[src/rtl/jtag_emu_ctrl.sv]
`default_nettype none
// ============================================================================
// Module   : jtag_emu_ctrl
// Purpose  : Bit-banging JTAG shift engine. It takes a length/TMS/TDI command,
//            drives TCK/TMS/TDI/TRSTn and returns the TDO bits it captured.
// Revision : 1.0  initial release
// ============================================================================
module jtag_emu_ctrl #(
    parameter int CLK_DIV = 4,
    parameter int MAX_LEN = 32
) (
    input  logic               clk,
    input  logic               rst_n,
    input  logic               cmd_valid_i,
    output logic               cmd_ready_o,
    input  logic [5:0]         cmd_len_i,
    input  logic [MAX_LEN-1:0] cmd_tms_i,
    input  logic [MAX_LEN-1:0] cmd_tdi_i,
    input  logic               trst_req_i,
    output logic               rsp_valid_o,
    input  logic               rsp_ready_i,
    output logic [MAX_LEN-1:0] rsp_tdo_o,
    output logic               busy_o,
    output logic               tck_o,
    output logic               tms_o,
    output logic               tdi_o,
    output logic               trstn_o,
    input  logic               tdo_i
);

    localparam logic [7:0] c_div_m1  = 8'(CLK_DIV - 1);
    localparam logic [5:0] c_len_max = 6'(MAX_LEN);

    typedef enum logic [2:0] {
        S_IDLE     = 3'd0,
        S_TRST     = 3'd1,
        S_SHIFT_LO = 3'd2,
        S_SHIFT_HI = 3'd3,
        S_RESP     = 3'd4
    } state_e;

    state_e             state_q;
    logic [7:0]         cnt_q;
    logic               trst_half_q;
    logic [5:0]         rem_q;
    logic [MAX_LEN-1:0] mask_q;
    logic [MAX_LEN-1:0] tms_sh_q;
    logic [MAX_LEN-1:0] tdi_sh_q;
    logic [MAX_LEN-1:0] tdo_q;
    logic               tck_q;
    logic               tms_q;
    logic               tdi_q;
    logic               trstn_q;
    logic               cmd_ready_q;
    logic               rsp_valid_q;
    logic               busy_q;

    logic [5:0]         len_d;

    assign len_d = (cmd_len_i > c_len_max) ? c_len_max : cmd_len_i;

    // Bit 0 of each vector is driven on accept; the shifters hold the remaining bits.
    always_ff @(posedge clk) begin
        if (!rst_n) begin
            state_q     <= S_IDLE;
            cnt_q       <= 8'd0;
            trst_half_q <= 1'b0;
            rem_q       <= 6'd0;
            mask_q      <= '0;
            tms_sh_q    <= '0;
            tdi_sh_q    <= '0;
            tdo_q       <= '0;
            tck_q       <= 1'b0;
            tms_q       <= 1'b1;
            tdi_q       <= 1'b0;
            trstn_q     <= 1'b0;
            cmd_ready_q <= 1'b0;
            rsp_valid_q <= 1'b0;
            busy_q      <= 1'b0;
        end else begin
            unique case (state_q)
                S_IDLE: begin
                    tck_q <= 1'b0;
                    if (trst_req_i) begin
                        state_q     <= S_TRST;
                        trstn_q     <= 1'b0;
                        tms_q       <= 1'b1;
                        cmd_ready_q <= 1'b0;
                        busy_q      <= 1'b1;
                        cnt_q       <= c_div_m1;
                        trst_half_q <= 1'b0;
                    end else if (cmd_valid_i && cmd_ready_q) begin
                        trstn_q     <= 1'b1;
                        cmd_ready_q <= 1'b0;
                        busy_q      <= 1'b1;
                        tdo_q       <= '0;
                        mask_q      <= {{(MAX_LEN-1){1'b0}}, 1'b1};
                        rem_q       <= len_d;
                        tms_sh_q    <= cmd_tms_i >> 1;
                        tdi_sh_q    <= cmd_tdi_i >> 1;
                        if (len_d == 6'd0) begin
                            state_q     <= S_RESP;
                            rsp_valid_q <= 1'b1;
                        end else begin
                            state_q <= S_SHIFT_LO;
                            tms_q   <= cmd_tms_i[0];
                            tdi_q   <= cmd_tdi_i[0];
                            cnt_q   <= c_div_m1;
                        end
                    end else begin
                        trstn_q     <= 1'b1;
                        cmd_ready_q <= 1'b1;
                        busy_q      <= 1'b0;
                    end
                end

                S_TRST: begin
                    if (cnt_q != 8'd0) begin
                        cnt_q <= cnt_q - 8'd1;
                    end else if (!trst_half_q) begin
                        trst_half_q <= 1'b1;
                        cnt_q       <= c_div_m1;
                    end else begin
                        state_q     <= S_IDLE;
                        trstn_q     <= 1'b1;
                        cmd_ready_q <= 1'b1;
                        busy_q      <= 1'b0;
                    end
                end

                S_SHIFT_LO: begin
                    if (cnt_q != 8'd0) begin
                        cnt_q <= cnt_q - 8'd1;
                    end else begin
                        state_q <= S_SHIFT_HI;
                        tck_q   <= 1'b1;
                        cnt_q   <= c_div_m1;
                        if (tdo_i) begin
                            tdo_q <= tdo_q | mask_q;
                        end
                    end
                end

                S_SHIFT_HI: begin
                    if (cnt_q != 8'd0) begin
                        cnt_q <= cnt_q - 8'd1;
                    end else begin
                        tck_q  <= 1'b0;
                        mask_q <= mask_q << 1;
                        rem_q  <= rem_q - 6'd1;
                        if (rem_q == 6'd1) begin
                            state_q     <= S_RESP;
                            rsp_valid_q <= 1'b1;
                        end else begin
                            state_q  <= S_SHIFT_LO;
                            tms_q    <= tms_sh_q[0];
                            tdi_q    <= tdi_sh_q[0];
                            tms_sh_q <= tms_sh_q >> 1;
                            tdi_sh_q <= tdi_sh_q >> 1;
                            cnt_q    <= c_div_m1;
                        end
                    end
                end

                S_RESP: begin
                    tck_q <= 1'b0;
                    if (rsp_ready_i) begin
                        state_q     <= S_IDLE;
                        rsp_valid_q <= 1'b0;
                        cmd_ready_q <= 1'b1;
                        busy_q      <= 1'b0;
                    end
                end

                default: begin
                    state_q <= S_IDLE;
                end
            endcase
        end
    end

    assign cmd_ready_o = cmd_ready_q;
    assign rsp_valid_o = rsp_valid_q;
    assign rsp_tdo_o   = tdo_q;
    assign busy_o      = busy_q;
    assign tck_o       = tck_q;
    assign tms_o       = tms_q;
    assign tdi_o       = tdi_q;
    assign trstn_o     = trstn_q;

endmodule
`default_nettype wire

[config.mk]
export PLATFORM = sky130hd
export DESIGN_NAME = jtag_emu_ctrl
export DESIGN_NICKNAME = d
export VERILOG_FILES = /design/src/rtl/jtag_emu_ctrl.sv
export SDC_FILE = /design/constraint.sdc
export NUM_CORES = 1
export LEC_CHECK = 0
export CAP_MARGIN = 25
export CORE_MARGIN = 2
export CORE_UTILIZATION = 45
export CTS_BUF_LIST = sky130_fd_sc_hd__clkbuf_8
export CTS_CLUSTER_DIAMETER = 80
export DETAILED_ROUTE_END_ITERATION = 8
export PLACE_DENSITY = 0.7
export SLEW_MARGIN = 20
export SYNTH_ARGS = -nofsm -noshare
export SYNTH_HDL_FRONTEND = slang
export SYNTH_SLANG_ARGS = --single-unit
[constraint.sdc]
create_clock -name clk -period 3.7 [get_ports clk]
set_input_delay 0.74 -clock clk [delete_from_list [all_inputs] [get_ports clk]]
set_output_delay 0.74 -clock clk [all_outputs]
set_load 0.02 [all_outputs]
==> metrics.csv <==
stage,metric,value,unit
status,status,completed,
clocking,Skew-Pair Late Insertion Delay,440,ps
timing,RSZ-0062 raised after global routing,false,
power_and_ir_drop,Max VDD drop,0.227,mV
yosys,synth cell count leaders,"nand2_1, dfxtp_1, nor2_1",
worst_setup_path,critical path arrival,3150,ps
global_route,vias in the first global route,5577,
hold_path,WHS Endpoint,tms_sh_q[30],
worst_setup_path,WP data required,4030,ps
global_route,total track usage,21.2,%
drt,routed via count,5898,
yosys,share of flip-flops with an asynchronous set or reset,0,%
worst_setup_path,Critical-path top delay cell,or3_1,
yosys,register area share after synthesis,47.2,%
yosys,Synth cell types,59,
timing,Rel. slew slack,51.2,%
yosys,synthesized flop and latch total,151,
global_route,GRT overflow,0,
worst_setup_path,cell breakdown of the critical path,"or3_4, or3_1, o21ai_4, buf_12, nor2_1, a311oi_1",
worst_setup_path,crit path buf inv count,1,
clocking,cts hold-fix bufs,0,
timing,Final setup viols,0,
drt,Via density,5.55,
placed_design,# port buffers,114,
hold_path,Worst Hold Launch,tms_sh_q[30],
placed_design,Post-DP HPWL,10600,µm
worst_setup_path,max incr delay on CP,630,ps
finish,post-route insts no fill,1063,
timing,Fin Hold WS,459,ps
yosys,Area contributors post-synth,"dfxtp_1, nand2_1, nor2_1, a21oi_1, a311oi_1",
yosys,Main synth FF type,dfxtp_1,
worst_setup_path,highest fanout seen on the critical path,57,
timing,final hold vios,0,
timing,Max Slew Vio Count,0,
placed_design,Routability Congestion,0.950,
worst_setup_path,crit end category,register,
finish,Nets,951,
clocking,Resized cells post-CTS,0,
clocking,"Clk pin slew, worst setup/hold paths",80,ps
floorplan,Die Ht,123,µm
power_and_ir_drop,P per Cell Area,486,nW/µm²
finish,share of cells above drive strength 1,8.95,%
clocking,Sink Count,151,
timing,Slew @ Worst Pin,732,ps
global_route,largest net degree at the start of global routing,77,
clocking,CTS tree,yes,
power_and_ir_drop,static leakage,2.76,nW
worst_setup_path,Reg2Reg Setup Slack,870,ps
worst_setup_path,Reg2Reg Depth,6,
floorplan,Die ar.,15200,µm²
floorplan,Die Wd,123,µm
worst_setup_path,Crit. path cell count,6,
hold_path,Hold Path Depth,2,
worst_setup_path,Crit path max-delay family,simple AND/OR/NAND/NOR gates,
clocking,total CTS buffers,17,
drt,Pre-Repair DR Iteration Count,5,
finish,fill cell count,1286,
floorplan,core area,13900,µm²
timing,fraction of the cycle the final worst path needs,76.4,%
worst_setup_path,FF-to-FF Start,state_q[0],
drt,drt drc,0,
yosys,most common cell in the netlist,nand2_1,
yosys,Post-synth EDFFs,0,
clocking,clock buffer depth,2,
drt,WL/cell,14.7,µm
finish,ant diodes,0,
clocking,clock root buffer,clkbuf_8,
timing,final worst slack,874,ps
yosys,top-area cell type share of the netlist area,47.2,%
floorplan,Initial Utilization,46.2,%
worst_setup_path,Setup crit start kind,register,
floorplan,IO Pins,115,
yosys,syn nets,867,
global_route,initial antenna violation count,1,
placed_design,dpl cells,1032,
timing,f_max,354,MHz
timing,Fin Setup TNS,0,ps
yosys,Synth Instances,787,
worst_setup_path,reg2reg end,tms_sh_q[14],
yosys,Ys Warns,0,
hold_path,worst min-delay path class,reg2reg,
drt,"antenna viol nets, final",0,
worst_setup_path,WS Path Type,reg2reg,
floorplan,site row count,43,
yosys,Post-Syn Area,6410,µm²
drt,Starting DRT DRC Count,610,
drt,drt total wl,15700,µm
timing,Clock Skews,6.87,ps
run,Max-Cap Viols,0,
clocking,postcts setup bufs,0,
placed_design,post-place setup slack,485,ps
global_route,first-pass GRT wire length,25800,µm
yosys,Synth Area per Inst,8.14,µm²
timing,Tmin final,2830,ps
finish,area grow syn2layout,26.0,%
clocking,CTS H-Tree Depth,4,
yosys,largest area contributor in the netlist,dfxtp_1,
-- worst max-delay path by stage --
stage,startpoint,to,slack [ps]
final,state_q[0],tms_sh_q[14],870
after global routing,state_q[0],tms_sh_q[14],720
after CTS,cnt_q[2],rsp_tdo_o[3],750
after detailed placement,cmd_len_i[0],cnt_q[7],480
after global placement,cmd_len_i[0],cnt_q[7],550
after floorplan,cmd_len_i[0],cnt_q[7],1320
-- worst register-to-register path: stages, from the launching register on --
cell and delay [ps]:
dfxtp_1 520, or3_4 500, or3_1 630, o21ai_4 370, buf_12 340, nor2_1 100
a311oi_1 270
-- kinds of logic (layout without fill, tap and decap cells) --
kind of cell / Yosys count / in the layout / share of synthesized area (%)
buffers and inverters: 73 / 169 / 5.02
and+or+nand+nor: 361 / 361 / 23.9
xor gates and xnor gates: 2 / 2 / 0.273
AOI/OAI and AO/OA: 196 / 196 / 22.9
DFF: 151 / 151 / 47.2
adders and majority gates: 4 / 4 / 0.781
-- layout make-up --
| cell class | count | area, µm² | share of cell area, % |
|---|---|---|---|
| Timing Repair Buffer | 128 | 1270 | 15.7 |
| Multi-Input combinational cell | 563 | 3080 | 38.2 |
| Inverter | 10 | 38.8 | 0.480 |
| Tap cell | 180 | 225 | 2.79 |
| Clock inverter | 12 | 176 | 2.18 |
| Clock buffer | 19 | 262 | 3.24 |
| Sequential cell | 151 | 3020 | 37.4 |
-- power breakdown --
part           switching, mW  internal (mW)  total (mW)
combinational          0.432          0.310       0.742
clock                  0.597          0.764        1.36
sequential            0.0933           1.73        1.82
total                   1.12           2.81        3.93
-- metrics by stage --
stage	total power, mW	cell area (µm²)	util (%)
after floorplan	2.35	6410	-
after global placement	2.56	7640	55.0
after detailed placement	2.60	7640	55.0
after CTS	3.95	8080	58.2
after global routing	4.12	8080	58.2
final	3.93	8080	58.2
-- per-layer routing --
layer | vias to the layer above | part of all wire [%] | track usage, %
li1 | 2936 | - | -
met1 | 2798 | 46 | 27.4
met2 | 141 | 47 | 34.3
met3 | 23 | 4.4 | 4.43
met4 | 0 | 1.8 | 8.95
met5 | - | 0 | 0
-- sequential cells by signal, summed over array words and instances, names as in the netlist --
| register | flops |
|---|---|
| mask_q | 32 |
| rsp_tdo_o | 32 |
| tdi_sh_q | 31 |
| tms_sh_q | 31 |
| cnt_q | 8 |
| rem_q | 6 |
| state_q | 3 |
| busy_o | 1 |
| cmd_ready_o | 1 |
| rsp_valid_o | 1 |
| tck_o | 1 |
| tdi_o | 1 |
| tms_o | 1 |
| trst_half_q | 1 |
| trstn_o | 1 |
-- placed cells by master, fill, tap and decap left out, types with 2 or more instances in the layout --
cell type,netlist,routed
a211oi_1,4,4
a21oi_1,78,78
a311oi_1,42,42
a311oi_2,20,20
a31oi_1,5,5
and3_1,2,2
buf_12,0,2
buf_4,2,12
bufinv_16,0,4
clkbuf_8,0,19
clkdlybuf4s50_1,0,114
clkinv_2,0,3
clkinvlp_4,0,5
dfxtp_1,151,151
ha_1,4,4
inv_1,9,9
nand2_1,174,174
nand2b_1,2,2
nand3_1,37,37
nand3b_1,3,3
nand4_1,2,2
nor2_1,112,112
nor3_1,9,9
o21ai_0,21,21
o2bb2ai_1,3,3
o31ai_1,2,2
o32ai_1,2,2
o41ai_1,3,3
or3_1,4,4
or4_1,4,4
Note: power is estimated with default switching activity, not from simulation.
